### config.mk
export PLATFORM = sky130hd
export DESIGN_NAME = inst_queue
export DESIGN_NICKNAME = d
export VERILOG_FILES = /design/src/rtl/cpu_defs_pkg.sv /design/src/rtl/inst_queue.sv
export SDC_FILE = /design/constraint.sdc
export NUM_CORES = 1
export LEC_CHECK = 0
export BUFFER_PORTS_ARGS = -buffer_cell sky130_fd_sc_hd__buf_2
export CAP_MARGIN = 20
export CORE_ASPECT_RATIO = 2
export CORE_UTILIZATION = 53
export CTS_CLUSTER_SIZE = 30
export DETAILED_ROUTE_END_ITERATION = 10
export PLACE_DENSITY = 0.75
export SLEW_MARGIN = 40
export SYNTH_ARGS = -nofsm -noshare
export SYNTH_HDL_FRONTEND = slang
export SYNTH_SLANG_ARGS = --single-unit
export TNS_END_PERCENT = 10
### constraint.sdc
create_clock -name clk -period 3.1 [get_ports clk]
set_input_delay 0.31 -clock clk [delete_from_list [all_inputs] [get_ports clk]]
set_output_delay 0.31 -clock clk [all_outputs]
set_load 0.05 [all_outputs]
### src/rtl/cpu_defs_pkg.sv
// cpu_defs: shared pipeline types and sizing constants used across the cpu top.
// pipe_if_t is the IF/ID payload; iq_state_e names the inst_queue occupancy states.
package cpu_defs;

    localparam int XLEN             = 32;
    localparam int INST_QUEUE_DEPTH = 4;

    typedef struct packed {
        logic [XLEN-1:0] vaddr;
        logic [XLEN-1:0] inst;
    } pipe_if_t;

    typedef enum logic [1:0] {
        IQ_EMPTY   = 2'd0,
        IQ_PARTIAL = 2'd1,
        IQ_FULL    = 2'd2
    } iq_state_e;

endpackage

### src/rtl/inst_queue.sv
// inst_queue: IF/ID decoupling FIFO buffering fetched {vaddr, inst} entries for decode.
// Optional zero-latency pass-through of an empty queue when INST_QUEUE_BYPASS_EN is defined.
module inst_queue
    import cpu_defs::*;
#(
    parameter int DEPTH      = INST_QUEUE_DEPTH,
    parameter int DATA_WIDTH = XLEN
) (
    input  logic                      clk,
    input  logic                      rst,
    input  logic                      flush,
    input  logic                      ifid_valid,
    output logic                      ifid_ready,
    input  logic [2*DATA_WIDTH-1:0]   ifid_data,
    output logic                      id_valid,
    input  logic                      id_ready,
    output logic [2*DATA_WIDTH-1:0]   id_data,
    output logic [$clog2(DEPTH):0]    count
);

    localparam int PW  = $clog2(DEPTH) + 1;
    localparam int IW  = PW - 1;
    localparam int PLW = 2 * DATA_WIDTH;
    localparam logic [PW-1:0] PTR_ONE = PW'(1);

    logic [PW-1:0]  r_wrPtr;
    logic [PW-1:0]  r_rdPtr;
    logic [PLW-1:0] r_mem [DEPTH];
    logic           r_active;

    iq_state_e      w_state;
    logic           w_empty;
    logic           w_full;
    logic           w_push;
    logic           w_pop;
    logic           w_bypass;
    logic [IW-1:0]  w_wrIdx;
    logic [IW-1:0]  w_rdIdx;

    assign w_wrIdx = r_wrPtr[IW-1:0];
    assign w_rdIdx = r_rdPtr[IW-1:0];

    // Equal index bits with unequal pointers can only mean the wrap bits differ.
    always_comb begin
        w_state = IQ_PARTIAL;
        if (r_wrPtr == r_rdPtr) begin
            w_state = IQ_EMPTY;
        end else if (w_wrIdx == w_rdIdx) begin
            w_state = IQ_FULL;
        end
    end

    assign w_empty = (w_state == IQ_EMPTY);
    assign w_full  = (w_state == IQ_FULL);

    // r_active holds ready low until the first clock after reset release.
    assign ifid_ready = r_active && !w_full && !flush;

    always_comb begin
        id_valid = !w_empty && !flush;
        id_data  = r_mem[w_rdIdx];
        w_bypass = 1'b0;
`ifdef INST_QUEUE_BYPASS_EN
        if (w_empty && !flush) begin
            id_valid = ifid_valid;
            id_data  = ifid_data;
            w_bypass = ifid_valid && id_ready;
        end
`endif
    end

    assign w_push = ifid_valid && ifid_ready && !w_bypass;
    assign w_pop  = id_valid && id_ready && !w_empty;
    assign count  = r_wrPtr - r_rdPtr;

    always_ff @(posedge clk or negedge rst) begin
        if (!rst) begin
            r_wrPtr  <= '0;
            r_rdPtr  <= '0;
            r_active <= 1'b0;
            for (int i = 0; i < DEPTH; i++) begin
                r_mem[i] <= '0;
            end
        end else begin
            r_active <= 1'b1;
            if (flush) begin
                r_wrPtr <= '0;
                r_rdPtr <= '0;
            end else begin
                if (w_push) begin
                    r_mem[w_wrIdx] <= ifid_data;
                    r_wrPtr        <= r_wrPtr + PTR_ONE;
                end
                if (w_pop) begin
                    r_rdPtr <= r_rdPtr + PTR_ONE;
                end
            end
        end
    end

endmodule
==> flow_metrics.env, run 1 <==
export IMPL_outcome="finished clean"
export IMPL_grt_pass1_wl_mm=40.25
export IMPL_cts_tree="done"
export IMPL_critPathLaunch="r_rdPtr[1]"
export IMPL_relSlewSlack=0.4917
export IMPL_synth_ff_type="dfrtp_1"
export IMPL_async_flop_share=1.000
export IMPL_yosysTopAreaCell="dfrtp_1"
export IMPL_synth_most_common_cell="dfrtp_1"
export IMPL_final_nets=895
export IMPL_coreArea_um2=21970
export IMPL_cp_cell_sequence="buf_6, fa_1, inv_1, buf_2"
export IMPL_clock_path_buffers=3
export IMPL_fillCellCount=1611
export IMPL_avgRoutedWirePerCell_um=22.38
export IMPL_cp_slowest_cell="buf_6"
export IMPL_synth_edf_count=0
export IMPL_hold_ws_ns=0.04345
export IMPL_ios=138
export IMPL_fin_crit_sh=0.8679
export IMPL_post_route_drc_count=0
export IMPL_min_period_ns=2.691
export IMPL_path_depth=4
export IMPL_syn_area_per_cell_um2=17.40
export IMPL_cts_sinks=263
export IMPL_initial_core_util=0.5388
export IMPL_root_buffer="clkbuf_16"
export IMPL_grt_pass1_vias=7509
export IMPL_r2r_cells=6
export IMPL_insertion_delay_ns=0.52
export IMPL_hold_class="in2reg"
export IMPL_ir_worst_vdd_uv=473.5
export IMPL_dr_max_layer_used="met4"
export IMPL_rrSetupSlack_ns=0.52
export IMPL_dpl_cell_count=1067
export IMPL_final_cell_area_um2=13670
export IMPL_wirelength_mm=24.95
export IMPL_rsz0062_at_grt="false"
export IMPL_ys_ff_latch=263
export IMPL_yosys_warnings=0
export IMPL_worst_r2r_endpoint="r_mem[138]"
export IMPL_row_count=77
export IMPL_hpwl_mm=15.68
export IMPL_grt_max_degree=87
export IMPL_die_height_um=213.3
export IMPL_wl_met3_um=906
export IMPL_final_setup_viol_count=0
export IMPL_max_freq_mhz=371.7
export IMPL_wl_met1_mm=9.444
export IMPL_cp_arrival_ns=2.38
export IMPL_antenna_found_initial=3
export IMPL_power_density_nw_per_um2=776.8
export IMPL_syn_nets=757
export IMPL_area_growth_syn_to_layout_pct=15.52
export IMPL_cp_end_kind="primary output"
export IMPL_clk_pin_slew_ns=0.06
export IMPL_timing_rr_start="r_wrPtr[0]"
export IMPL_placed_area_um2=12830
export IMPL_final_seq_area_um2=6589
export IMPL_cts_max_level=1
export IMPL_grt_usage=0.2285
export IMPL_postRouteAntennaNets=0
export IMPL_fin_tns_setup_ns=0
export IMPL_viasPerCell=5.822
export IMPL_wl_met2_mm=13.95
export IMPL_hold_viol=0
export IMPL_netlist_top_cells_count="dfrtp_1, mux2_2, mux4_2"
export IMPL_ys_seq_area_frac=0.5561
export IMPL_endpoint="count[1]"
export IMPL_worst_pin_slew_ns=0.7625
export IMPL_cts_resized_gates=0
export IMPL_finalMaxSlewViolations=0
export IMPL_cts_setup_buffers=0
export IMPL_syn_inst=680
export IMPL_startpoint_type="register"
export IMPL_instances_no_fill=1115
export IMPL_ys_top_cells_by_area="dfrtp_1, mux2_2, mux4_2"
export IMPL_grt_overflow=0
export IMPL_first_iter_violations=289
export IMPL_required_ns=2.79
export IMPL_max_stage_delay_ns=0.59
export IMPL_layout_drive_gt1_share=0.6041
export IMPL_place_gp_congestion=0.7851
export IMPL_die_x_um=107.7
export IMPL_yosys_cell_types_count=30
export IMPL_numCtsBuffers=24
export IMPL_p_leak_nw=6.337
export IMPL_vias=6492
export IMPL_cp_num_buf_inv=3
export IMPL_crit_fanout=66
export IMPL_yosysTopAreaCellShare=0.5561
export IMPL_fin_util=0.6224
export IMPL_finalClockSkew_ns=0.006083
export IMPL_multi_input_area_um2=4967
export IMPL_syn_area_um2=11840
export IMPL_path_delay_family="buffers and inverters"
export IMPL_dr_pass1_iters=4
export IMPL_critPathKind="reg2out"
export IMPL_io_buffers=137
export IMPL_dieArea_um2=22970
export IMPL_cap_violations=0
-- flip-flops by register name, summed over array words and instances (netlist names) --
signal / count
r_mem: 256
r_rdPtr: 3
r_wrPtr: 3
r_active: 1
-- how the worst min path moves through the flow --
stage | from | cells past startpoint | endpoint | slack [ns]
finish | ifid_data[29] | 2 | r_mem[93] | 0.04
global placement | rst | 1 | r_mem[153] | 0.35
floorplan | rst | 0 | r_active | 0.01
global route | ifid_data[40] | 2 | r_mem[40] | 0.04
CTS | ifid_data[40] | 2 | r_mem[40] | 0.03
detailed placement | rst | 1 | r_mem[153] | 0.36
-- report_power, final --
group	total [mW]	internal, mW	switching (mW)
sequential	4.40	4.05	0.346
combinational	3.14	1.29	1.85
clock	3.08	1.79	1.29
total	10.6	7.14	3.48
-- timing repair --
item / in CTS / in global routing
setup endpoints to repair: 0 / 0
hold buffers: 1 / 0
hold endpoints to repair: 82 / 0
-- layout by cell type (no fill, tap or decap), drive strengths merged, types with 2 or more instances in the layout --
master	count
inv	7
nand2b	2
mux2	259
o2111ai	2
a21oi	4
diode	3
buf	152
nor2b	2
dfrtp	263
bufinv	2
nand2	7
a211oi	3
clkbuf	36
mux4	64
nor2	7
xor2	2
clkinv	5
ha	7
-- metrics by stage --
step / total power, mW / setup WS, ns
floorplan: 6.879 / 0.02330
global placement: 7.479 / 0.6733
detailed placement: 7.626 / 0.5423
CTS: 10.74 / 0.3542
global route: 11.06 / 0.2960
finish: 10.62 / 0.4095
-- final cells by class --
cell class	count	area share
Antenna cell	3	0.0005491
Clock buffer	36	0.05317
Clock inverter	8	0.007321
Inverter	7	0.001922
Multi-Input combinational cell	369	0.3633
Sequential cell	263	0.4819
Tap cell	276	0.02526
Timing Repair Buffer	153	0.06653
-- layer usage --
| layer | up-vias | track usage |
|---|---|---|
| met2 | 129 | 0.4074 |
| met4 | 0 | 0.09636 |
| met1 | 3527 | 0.2772 |
| met3 | 36 | 0.02857 |
| li1 | 2800 | - |
| met5 | - | 0 |
-- cells by family (layout without fill, tap and decap cells) --
logic type | Yosys count | count (layout) | share of synthesized area
other | 1 | 4 | 0.0003169
adders and majority gates | 8 | 8 | 0.009092
AOI/OAI and AO/OA | 12 | 12 | 0.01057
and+or+nand+nor | 22 | 22 | 0.008880
xor gates and xnor gates | 2 | 2 | 0.001480
DFF | 263 | 263 | 0.5561
buffers and inverters | 48 | 204 | 0.02548
muxes | 324 | 324 | 0.3881
Power figures use the tool's default switching activity.
==> run 2: changes to the inputs <==
==> constraint.sdc (replaced) <==
create_clock -name clk -period 3.1 [get_ports clk]
set_input_delay 0.465 -clock clk [delete_from_list [all_inputs] [get_ports clk]]
set_output_delay 0.465 -clock clk [all_outputs]
set_load 0.05 [all_outputs]
==> flow_metrics.env, run 2 (same netlist as run 1, synthesis figures left out) <==
export IMPL_r2r_cells=6
export IMPL_die_x_um=107.7
export IMPL_dpl_cell_count=1069
export IMPL_initial_core_util=0.5388
export IMPL_placed_area_um2=12820
export IMPL_max_freq_mhz=359.6
export IMPL_hold_class="in2reg"
export IMPL_rrSetupSlack_ns=0.67
export IMPL_hpwl_mm=15.71
export IMPL_p_total_mw=10.35
export IMPL_cp_arrival_ns=2.32
export IMPL_io_buffers=137
export IMPL_clock_path_buffers=3
export IMPL_min_period_ns=2.781
export IMPL_setup_slack_ns=0.3194
export IMPL_finalClockSkew_ns=0.008668
export IMPL_grt_overflow=0
export IMPL_place_gp_congestion=0.7820
export IMPL_ios=138
export IMPL_p_leak_nw=6.315
export IMPL_rsz0062_at_grt="false"
export IMPL_max_stage_delay_ns=0.63
export IMPL_path_delay_family="buffers and inverters"
export IMPL_fillCellCount=1664
export IMPL_fin_tns_setup_ns=0
export IMPL_path_depth=3
export IMPL_power_density_nw_per_um2=760.6
export IMPL_relSlewSlack=0.5022
export IMPL_antenna_found_initial=4
export IMPL_cts_resized_gates=0
export IMPL_numCtsBuffers=23
export IMPL_instances_no_fill=1116
export IMPL_min_delay_start="ifid_data[28]"
export IMPL_outcome="finished clean"
export IMPL_final_nets=897
export IMPL_grt_max_degree=102
export IMPL_post_route_drc_count=0
export IMPL_startpoint_type="register"
export IMPL_final_common_cell="dfrtp_1"
export IMPL_min_path_cells=2
export IMPL_fin_util=0.6198
export IMPL_root_buffer="clkbuf_16"
export IMPL_final_cell_area_um2=13610
export IMPL_grt_pass1_vias=7411
export IMPL_wirelength_mm=24.60
export IMPL_largestRegisters="r_mem (256), r_rdPtr (3), r_wrPtr (3)"
export IMPL_layout_common_cells="dfrtp_1, mux2_2, buf_2, mux4_2, mux2_4"
export IMPL_worst_r2r_endpoint="r_mem[128]"
export IMPL_layout_drive_gt1_share=0.6077
export IMPL_dpl_worst_slack_ns=0.6755
export IMPL_grt_pass1_wl_mm=39.81
export IMPL_crit_fanout=67
export IMPL_timing_rr_start="r_wrPtr[0]"
export IMPL_worst_pin_slew_ns=0.7467
export IMPL_finalMaxSlewViolations=0
export IMPL_largest_register="r_mem"
export IMPL_coreArea_um2=21970
export IMPL_clk_pin_slew_ns=0.07
export IMPL_cp_end_kind="primary output"
export IMPL_hold_end="r_mem[220]"
export IMPL_avgRoutedWirePerCell_um=22.04
export IMPL_fin_crit_sh=0.8970
export IMPL_viasPerCell=5.824
export IMPL_grt_usage=0.2269
export IMPL_dieArea_um2=22970
export IMPL_cts_sinks=263
export IMPL_cp_num_buf_inv=2
export IMPL_cts_max_level=1
export IMPL_final_setup_viol_count=0
export IMPL_insertion_delay_ns=0.51
export IMPL_ir_worst_vdd_uv=579.9
export IMPL_critPathKind="reg2out"
export IMPL_hold_ws_ns=0.2054
export IMPL_area_growth_syn_to_layout_pct=15.03
export IMPL_row_count=77
export IMPL_cap_violations=0
export IMPL_required_ns=2.63
export IMPL_largest_reg_flops=256
export IMPL_first_iter_violations=262
export IMPL_cts_tree="done"
export IMPL_vias=6500
export IMPL_hold_viol=0
export IMPL_die_height_um=213.3
export IMPL_cp_cell_sequence="buf_12, mux4_2, buf_2"
export IMPL_cp_slowest_cell="mux4_2"
export IMPL_dr_pass1_iters=4
export IMPL_postRouteAntennaNets=0
==> run 2: what timing repair did <==
| action | 4_1_cts | 5_1_grt |
|---|---|---|
| hold buffers | 0 | 1 |
| buffers inserted | 0 | 0 |
| hold endpoints to repair | 0 | 28 |
==> run 2: routing by layer <==
layer,GRT usage,vias up,routed length [um]
met2,0.3937,135,13400
met5,0,-,0
met3,0.02918,39,877
li1,-,2802,-
met4,0.1006,0,856
met1,0.2831,3524,9456
==> run 2: area by class of cell <==
| cell class | count | area (um2) | share of cell area |
|---|---|---|---|
| multi-input combinational | 369 | 4967 | 0.3649 |
| inverter | 7 | 26.28 | 0.001930 |
| tap | 276 | 345.3 | 0.02537 |
| clock inverter | 7 | 42.54 | 0.003125 |
| timing repair buffer | 156 | 927.1 | 0.06810 |
| sequential | 263 | 6589 | 0.4840 |
| clock buffer | 34 | 706.9 | 0.05193 |
| antenna | 4 | 10.01 | 0.0007352 |
==> run 2: how the worst max path moves through the flow <==
stage	endpoint	slack, ns	start
floorplan	r_mem[131]	0.02	r_rdPtr[1]
global placement	id_data[50]	0.72	r_rdPtr[1]
detailed placement	r_mem[128]	0.68	r_wrPtr[0]
CTS	id_data[50]	0.26	r_rdPtr[0]
global route	id_data[50]	0.21	r_rdPtr[0]
finish	id_data[50]	0.32	r_rdPtr[0]
==> run 2: power breakdown <==
| part | switching, mW | leakage, nW | total, mW | internal (mW) |
|---|---|---|---|---|
| registers | 0.346 | 3.41 | 4.40 | 4.05 |
| logic | 1.84 | 2.54 | 3.14 | 1.30 |
| clock network | 1.24 | 0.367 | 2.82 | 1.58 |
| total | 3.43 | 6.32 | 10.4 | 6.93 |
